--- src/rtl/mem_stage_lsu_pkg.sv ---
// Pipeline buffer register types shared by the EX, MEM and WB stages,
// plus load/store unit state, access-size codes and helpers.
package Pipe_Buf_Reg_PKG;

  typedef struct packed {
    logic        RegWrite;
    logic        MemtoReg;
    logic        MemRead;
    logic        MemWrite;
    logic [2:0]  func3;
    logic [4:0]  RDest;
    logic [31:0] Alu_Result;
    logic [31:0] RD_Two;
  } ex_mem_reg;

  typedef struct packed {
    logic        RegWrite;
    logic        MemtoReg;
    logic [4:0]  RDest;
    logic [31:0] Alu_Result;
    logic [31:0] MemReadData;
  } mem_wb_reg;

  typedef enum logic {LSU_IDLE, LSU_BUSY} lsu_state_e;

  localparam logic [2:0] F3_B  = 3'b000;
  localparam logic [2:0] F3_H  = 3'b001;
  localparam logic [2:0] F3_W  = 3'b010;
  localparam logic [2:0] F3_BU = 3'b100;
  localparam logic [2:0] F3_HU = 3'b101;

  function automatic mem_wb_reg to_wb(input ex_mem_reg e);
    mem_wb_reg w;
    w.RegWrite    = e.RegWrite;
    w.MemtoReg    = e.MemtoReg;
    w.RDest       = e.RDest;
    w.Alu_Result  = e.Alu_Result;
    w.MemReadData = '0;
    return w;
  endfunction

  function automatic logic misaligned(
    input logic [2:0] f3,
    input logic [1:0] a
  );
    logic m;
    case (f3)
      F3_B, F3_BU: m = 1'b0;
      F3_H, F3_HU: m = a[0];
      default:     m = (a != 2'b00);
    endcase
    return m;
  endfunction

endpackage

--- src/rtl/mem_stage_lsu_lane_align.sv ---
// Sub-word lane handling: byte enables, store replication,
// load lane extraction with sign/zero extension.
module lsu_lane_align
  import Pipe_Buf_Reg_PKG::*;
(
  input  logic [2:0]  func3,
  input  logic [1:0]  addr,
  input  logic [31:0] st_data,
  input  logic [31:0] rdata,
  output logic [3:0]  be,
  output logic [31:0] wdata,
  output logic [31:0] ld_data
);

  logic        is_b;
  logic        is_h;
  logic        sx;
  logic [7:0]  byte_v;
  logic [15:0] half_v;

  assign is_b   = (func3 == F3_B) | (func3 == F3_BU);
  assign is_h   = (func3 == F3_H) | (func3 == F3_HU);
  assign sx     = ~func3[2];
  assign byte_v = rdata[{addr, 3'b000} +: 8];
  assign half_v = addr[1] ? rdata[31:16] : rdata[15:0];

  always_comb begin
    be      = 4'hF;
    wdata   = st_data;
    ld_data = rdata;
    unique case (1'b1)
      is_b: begin
        be      = 4'b0001 << addr;
        wdata   = {4{st_data[7:0]}};
        ld_data = {{24{sx & byte_v[7]}}, byte_v};
      end
      is_h: begin
        be      = 4'b0011 << {addr[1], 1'b0};
        wdata   = {2{st_data[15:0]}};
        ld_data = {{16{sx & half_v[15]}}, half_v};
      end
      default: ;
    endcase
  end

endmodule

--- src/rtl/mem_stage_lsu.sv ---
// MEM stage: data-memory bus master and MEM/WB register.
// Optional misaligned-access trap: define LSU_MISALIGN_TRAP_EN.
module mem_stage_lsu
  import Pipe_Buf_Reg_PKG::*;
#(
  parameter int ADDR_W = 9
) (
  input  logic              clk,
  input  logic              reset,
  input  ex_mem_reg         ex_mem_i,
  input  logic              ex_mem_valid_i,
  output logic              stall_o,
  output logic              mem_req_o,
  output logic              mem_we_o,
  output logic [ADDR_W-1:0] mem_addr_o,
  output logic [3:0]        mem_be_o,
  output logic [31:0]       mem_wdata_o,
  input  logic [31:0]       mem_rdata_i,
  input  logic              mem_ack_i,
  output mem_wb_reg         mem_wb_o,
  output logic              mem_wb_valid_o
`ifdef LSU_MISALIGN_TRAP_EN
  ,
  output logic              misalign_o
`endif
);

  lsu_state_e        state, state_d;
  ex_mem_reg         req_q, req_d;
  mem_wb_reg         wb_d;
  logic              wbv_d;
  logic              req_o_d;
  logic              we_d;
  logic [ADDR_W-1:0] addr_d;
  logic [3:0]        be_d;
  logic [31:0]       wdata_d;
  logic              memop;
  logic              mis;
  logic              mis_d;
  logic              busy;
  logic [2:0]        la_f3;
  logic [1:0]        la_a;
  logic [31:0]       la_sd;
  logic [3:0]        la_be;
  logic [31:0]       la_wdata;
  logic [31:0]       la_ld;

  assign memop = ex_mem_valid_i & (ex_mem_i.MemRead | ex_mem_i.MemWrite);
  assign busy  = (state == LSU_BUSY);

`ifdef LSU_MISALIGN_TRAP_EN
  assign mis = memop & misaligned(ex_mem_i.func3, ex_mem_i.Alu_Result[1:0]);
`else
  assign mis = 1'b0;
`endif

  // Idle cycles align the incoming request; busy cycles align the read word.
  assign la_f3 = busy ? req_q.func3 : ex_mem_i.func3;
  assign la_a  = busy ? req_q.Alu_Result[1:0] : ex_mem_i.Alu_Result[1:0];
  assign la_sd = busy ? req_q.RD_Two : ex_mem_i.RD_Two;

  lsu_lane_align u_align (
    .func3   (la_f3),
    .addr    (la_a),
    .st_data (la_sd),
    .rdata   (mem_rdata_i),
    .be      (la_be),
    .wdata   (la_wdata),
    .ld_data (la_ld)
  );

  always_comb begin
    state_d = state;
    stall_o = 1'b0;
    req_d   = req_q;
    wb_d    = mem_wb_o;
    wbv_d   = 1'b0;
    req_o_d = mem_req_o;
    we_d    = mem_we_o;
    addr_d  = mem_addr_o;
    be_d    = mem_be_o;
    wdata_d = mem_wdata_o;
    mis_d   = 1'b0;
    unique case (state)
      LSU_IDLE: begin
        if (memop && !mis) begin
          stall_o = 1'b1;
          state_d = LSU_BUSY;
          req_d   = ex_mem_i;
          req_o_d = 1'b1;
          we_d    = ex_mem_i.MemWrite;
          addr_d  = {ex_mem_i.Alu_Result[ADDR_W-1:2], 2'b00};
          be_d    = ex_mem_i.MemWrite ? la_be : 4'hF;
          wdata_d = la_wdata;
        end else begin
          wb_d          = to_wb(ex_mem_i);
          wb_d.RegWrite = ex_mem_i.RegWrite & ex_mem_valid_i & ~mis;
          wbv_d         = ex_mem_valid_i;
          mis_d         = mis;
        end
      end
      LSU_BUSY: begin
        stall_o = ~mem_ack_i;
        if (mem_ack_i) begin
          wb_d             = to_wb(req_q);
          wb_d.MemReadData = (req_q.MemRead & ~req_q.MemWrite) ? la_ld : '0;
          wbv_d            = 1'b1;
          req_o_d          = 1'b0;
          state_d          = LSU_IDLE;
        end
      end
      default: state_d = LSU_IDLE;
    endcase
  end

  always_ff @(posedge clk or negedge reset) begin
    if (!reset) begin
      state          <= LSU_IDLE;
      req_q          <= '0;
      mem_wb_o       <= '0;
      mem_wb_valid_o <= 1'b0;
      mem_req_o      <= 1'b0;
      mem_we_o       <= 1'b0;
      mem_addr_o     <= '0;
      mem_be_o       <= '0;
      mem_wdata_o    <= '0;
    end else begin
      state          <= state_d;
      req_q          <= req_d;
      mem_wb_o       <= wb_d;
      mem_wb_valid_o <= wbv_d;
      mem_req_o      <= req_o_d;
      mem_we_o       <= we_d;
      mem_addr_o     <= addr_d;
      mem_be_o       <= be_d;
      mem_wdata_o    <= wdata_d;
    end
  end

`ifdef LSU_MISALIGN_TRAP_EN
  always_ff @(posedge clk or negedge reset) begin
    if (!reset) misalign_o <= 1'b0;
    else        misalign_o <= mis_d;
  end
`else
  logic unused_mis;
  assign unused_mis = mis_d;
`endif

endmodule

--- config.mk ---
export PLATFORM = sky130hd
export DESIGN_NAME = mem_stage_lsu
export DESIGN_NICKNAME = d
export VERILOG_FILES = /design/src/rtl/mem_stage_lsu_pkg.sv /design/src/rtl/mem_stage_lsu_lane_align.sv /design/src/rtl/mem_stage_lsu.sv
export SDC_FILE = /design/constraint.sdc
export NUM_CORES = 1
export LEC_CHECK = 0
export CAP_MARGIN = 20
export CORE_AREA = 3 3 155 157
export CTS_CLUSTER_DIAMETER = 200
export DETAILED_ROUTE_END_ITERATION = 10
export DIE_AREA = 0 0 158 160
export GPL_ROUTABILITY_DRIVEN = 0
export PLACE_DENSITY = 0.67
export RECOVER_POWER = 50
export SLEW_MARGIN = 15
export SYNTH_ARGS = -nofsm -noshare
export SYNTH_HDL_FRONTEND = slang
export SYNTH_HIERARCHICAL = 1
export SYNTH_SLANG_ARGS = --single-unit
--- constraint.sdc ---
create_clock -name clk -period 4 [get_ports clk]
set_input_delay 0.6 -clock clk [delete_from_list [all_inputs] [get_ports clk]]
set_output_delay 0.6 -clock clk [all_outputs]
set_load 0.03 [all_outputs]
; ---- Word level (Yosys, flattened, before mapping)
; Index checks and enable logic that the tools add are counted.
[classes]
n_mul = 0
shift = 3
n_mux = 21
reduce_logical = 4
n_eq_ne = 6
n_lt_le_gt_ge = 0
add_sub_neg = 0
div = 0
n_bitwise = 12
[ops]
columns = cell, n
row1 = $mux W71, 2
row2 = $pmux W71 S2, 1
row3 = $pmux W32 S2, 2
row4 = $mux W32, 1
row5 = $shiftx A32 B6 Y8, 1
row6 = $mux W16, 1
row7 = $pmux W1 S2, 4
row8 = $pmux W4 S2, 1
row9 = $eq A3 B3 Y1 const B, 2
row10 = $mux W1, 6
row11 = $ne A2 B2 Y1 const B, 3
row12 = $reduce_and A2 Y1, 3
row13 = $and A1 B1 Y1, 5
row14 = $mux W4, 1
row15 = $not A1 Y1, 4
row16 = $shl A1 B2 Y4 const A, 1
row17 = $shl A2 B2 Y4 const A, 1
row18 = $eq A3 B1 Y1 const B, 1
row19 = $logic_not A3 Y1, 1
row20 = $mux W3, 1
row21 = $or A1 B1 Y1, 3
row22 = $mux W2, 1
[totals]
memories = 0
mem_bits_rw = 0
reg_bits = 161
output_inout_bits = 120
latchBits = 0
inputBits = 112
romBits = 0

; ---- Depth between registers and ports, before layout
[logic_depth]
depth_word = 7
mapped_depth = 10
mapped_depth_nobuf = 6

; ---- Modules after synthesis
; Netlist, hierarchy kept.
[by_module_without_submodules]
columns = mod, instances, seq_area_each_um2, area_each_um2, cells_per_inst
row1 = mem_stage_lsu, 1, 4654.5, 7872.6, 511
row2 = lsu_lane_align, 1, 0.0, 1187.4, 176

; ---- Worst setup path after synthesis
; No wires, ideal clock.
[synth_timing]
path_kind = register -> register
startpoint = reg state (netlist: busy)
endpoint = reg mem_wb_o[17] in the netlist's numbering
n_path_buf = 4
path_slack_ps = 1828
required_ps = 3879
path_stages_with_launch = 10
setup_time_ps = 121
arrival_ps = 2051
path_cell_list = dfrtp_1 -> buf_4 -> buf_6 -> mux2_2 -> buf_6 -> mux2_4 -> a21oi_2 -> buf_4 -> a21oi_1 -> a22o_1
[synth_via]
elab_chain_cells = 7
elab_cells_between_ends = 21
[synth_rtl]
columns = item, line
row1 = from (decl), mem_stage_lsu.sv:28  ; lsu_state_e state, state_d;
row2 = from (signal assigned), mem_stage_lsu.sv:128  ; state <= state_d;
row3 = $mux W2 *, mem_stage_lsu.sv:59  ; assign la_a = busy ? req_q.Alu_Result[1:0] : ex_mem_i.Alu_Result[1:0];
row4 = via la_a[1], mem_stage_lsu.sv:42  ; logic [1:0] la_a;
row5 = $shiftx A32 B6 Y8 or $mux W16 (tied branches), "mem_stage_lsu_lane_align.sv:24, mem_stage_lsu_lane_align.sv:25"
row6 = "$and A1 B1 Y1, on equally long branches", "mem_stage_lsu_lane_align.sv:35, mem_stage_lsu_lane_align.sv:40"
row7 = $pmux W32 S2 *, mem_stage_lsu_lane_align.sv:31  ; unique case (1'b1)
row8 = via la_ld[17], mem_stage_lsu.sv:46  ; logic [31:0] la_ld;
row9 = $mux W32 *, mem_stage_lsu.sv:106  ; wb_d.MemReadData = (req_q.MemRead & ~req_q.MemWrite) ? la_ld : '0;
row10 = $mux W71 *, mem_stage_lsu.sv:104  ; if (mem_ack_i) begin
row11 = $pmux W71 S2 *, mem_stage_lsu.sv:84  ; unique case (state)
row12 = to (signal assigned), mem_stage_lsu.sv:130  ; mem_wb_o <= wb_d;
row13 = to (decl), mem_stage_lsu.sv:20  ; output mem_wb_reg mem_wb_o,
; The timed path passes the listed nets; every way through them passes the cells marked *. The select of a mux whose other input is x is not followed.
; A chain may end at the register's enable or synchronous reset.

; ---- Worst setup path after layout
[layout_timing]
startpoint = reg state (netlist: busy)
endpoint = reg mem_wdata_o[22]
[layout_via]
elab_chain_cells = 4
elab_cells_between_ends = 10
[layout_rtl]
columns = item, line
row1 = $mux W3, mem_stage_lsu.sv:58  ; assign la_f3 = busy ? req_q.func3 : ex_mem_i.func3;
row2 = $eq A3 B1 Y1 (tied with other cells), mem_stage_lsu_lane_align.sv:22  ; assign is_h = (func3 == F3_H) | (func3 == F3_HU);
row3 = "$or A1 B1 Y1, on equally long branches", "mem_stage_lsu_lane_align.sv:22, mem_stage_lsu_lane_align.sv:21"
row4 = $pmux W32 S2, mem_stage_lsu_lane_align.sv:31
row5 = to (signal assigned), mem_stage_lsu.sv:136  ; mem_wdata_o <= wdata_d;
row6 = to (decl), mem_stage_lsu.sv:17  ; output logic [31:0] mem_wdata_o,
; Several ways; a longest one is shown, not always the timed one.

==> impl_metrics.toml <==
[synthesis]
postSynthCellCount = 687
synth_warnings = 6
synth_compound_area_share_pct = 7.20
synth_mux_area_share_pct = 32.2
synthAdderAreaFrac_pct = 0
synthTopCellsByArea = "dfrtp_1 51%, mux2_2 29%, a22o_1 2.7%"
avgSynthCellArea_um2 = 13.2
ys_seq_area_share_pct = 51.4
yosys.area_share.simple_pct = 4.34
ys_types = 35
synth_top_family_by_area = "multiplexers"
netlist_area_mm2 = 0.00906
synth.largest_area_cell = "dfrtp_1"
ys_ff_latch = 186
synth_top_area_share_pct = 51.4
synth_xor_area_share_pct = 0

[floorplan]
pin_count = 232
start_util_pct = 40.0
coreArea_mm2 = 0.0226
die_w_um = 158
core.rowCount = 55
die_h_um = 160
die-area_mm2 = 0.0253

[timing]
timing.slew.headroom_pct = -56.0
fin_skew_ns = 0.00957
hold_viol_final = 0
tightest_slew_ns = 2.34
setup_tns_ns = 0
holdWs_ns = 0.489
finalSetupViolCount = 0
fin_crit_sh_pct = 74.3
slew_viol_final = 87
period_minus_slack_ns = 2.97
rsz0062_at_grt = "no"
fmax_mhz = 336

[worst_setup_path]
cp-end-kind = "flop"
critPathLaunch = "busy"
critical-path-top-delay-family = "simple AND/OR/NAND/NOR gates"
cpPeakStageDelay_ns = 1.10
cp-start-kind = "flop"
required_ns = 4.31
cp_slowest_cell = "nor2_1"
crit_buf_inv = 2
cp_cell_sequence = "buf_4 > nor2_1 > buf_12 > mux2_2"
path_class = "flop to flop"
critical_path_depth = 4
r2r_cells = 4
cp_max_fo = 45
crit_arrival_ns = 3.28
timing.rr.start = "busy"

[clocking]
cts_made_buffers = 17
clock-sinks = 186
cts_resized = 0
postCtsSetupBuffers = 0
cts_buffer_depth = 2
path_clk_slew_ns = 0.07
h-tree-depth = 4
cts_root_buf = "clkbuf_16"
hold_buffers = 0
cts_tree = "done"
clock_latency_ns = 0.43

[placed_design]
io_buffers = 229
dp_hpwl_mm = 15.6

[detailed_routing]
drtPass1Iterations = 5
routedWlPerCell_um = 19.2
drt_iter0_markers = 289
vias = 6144
via_per_inst = 5.20
remaining_drc_errors = 0
drt_wl_total_mm = 22.7
ant_nets = 0

[finish]
layout_commonest_cell = "mux2_2"
layout_common_cells = "230 x mux2_2, 185 x dfrtp_1, 180 x clkdlybuf4s50_1"
drive_above_1_share_pct = 31.8
synthToLayoutAreaGrowth_pct = 32.8
antenna_cells = 0
fin_util_pct = 53.1
nets = 996

[power]
power_leakage_nw = 5.02
powerDensity_mw_per_mm2 = 565
peakVddDrop_uv = 311
power.total_mw = 6.79

[grt]
grt_max_degree = 89
antenna_found_initial = 0
grt_first_pass_wirelength_mm = 35.7
grt_usage_pct = 17.9
grt_pass1_vias = 6286
grt-ovfl-total = 0

[run_status]
status = "finished, violations left"
violations = "max-capacitance violations, max-slew violations"

[flow_run]
max_cap_violations = 1

[hold_path]
whs_path_depth = 1
worstHoldStart = "mem_wb_o[67]"
hold_path.class = "flop to flop"
final cells by class:
class | count | area, um^2
fillers | 1960 | 10600
flip-flops and latches | 186 | 4660
multi-input cells | 430 | 3970
repair buffers | 241 | 2440
clock buffers | 18 | 429
well taps | 285 | 357
clock inverters | 14 | 150
inverters | 8 | 30.0
cells in the mapped netlist (all sizes together):
master and count:
a22o 28, o22a 4, nand2 30, mux2i 23
nor2 13, dfrtp 186, a21o 1, nor3b 1
buf 55, inv 8, o21ai 16, and4b 1
clkbuf 9, a31oi 1, o21bai 4, mux4 1
nand3b 1, nor3 1, nor2b 10, nand3 8
a221o 7, a21oi 34, conb 1, or3b 1
and3b 8, mux2 235
path summary, 6_finish.rpt:
check / end / slack (ns)
max: mem_wdata_o[22] / 1.03
min: mem_wb_o[67] / 0.49
max reg2reg: mem_wdata_o[22] / 1.03
min reg2reg: mem_wb_o[67] / 0.49
max in group asynchronous: busy / 1.44
min in group asynchronous: mem_wb_o[16] / 0.88
power breakdown:
| part | leakage [nW] | switching (mW) | total [mW] | internal [mW] |
|---|---|---|---|---|
| clock network | 0.278 | 0.832 | 1.67 | 0.837 |
| logic | 2.50 | 1.34 | 2.55 | 1.21 |
| registers | 2.25 | 0.239 | 2.57 | 2.34 |
cells by family after synthesis:
group	count (synthesis)
compound gates	95
other cells	1
buf+inv	72
mux	259
flops	186
simple gates	74
registers in the layout, summed over array words and instances (netlist names):
signal	cells
mem_be_o	4
mem_wb_o	71
req_q	76
mem_wb_valid_o	1
mem_req_o	1
mem_wdata_o	32
busy	1
stage by stage:
stage | cells | instance area (um^2) | setup WS, ns
2_1_floorplan | 688 | 9060 | 1.83
3_3_place_gp | 1150 | 11500 | 1.04
3_5_place_dp | 1150 | 11500 | 0.933
4_1_cts | 1182 | 12000 | 1.09
5_1_grt | 1182 | 12000 | 0.796
6_report | 1182 | 12000 | 1.03
worst register-to-register path: stages, from the launching register on:
cell     delay (ns)
dfrtp_4        0.65
buf_4          0.35
nor2_1         1.11
buf_12         0.34
mux2_2         0.42
metal layers:
layer	global-route usage [%]	part of all wire, %	up-vias
met5	0	0	-
met4	4.34	1.3	0
met3	5.91	7.8	19
met2	27.9	46	206
met1	24.2	45	3061
li1	-	-	2858
Power figures use the tool's default switching activity.
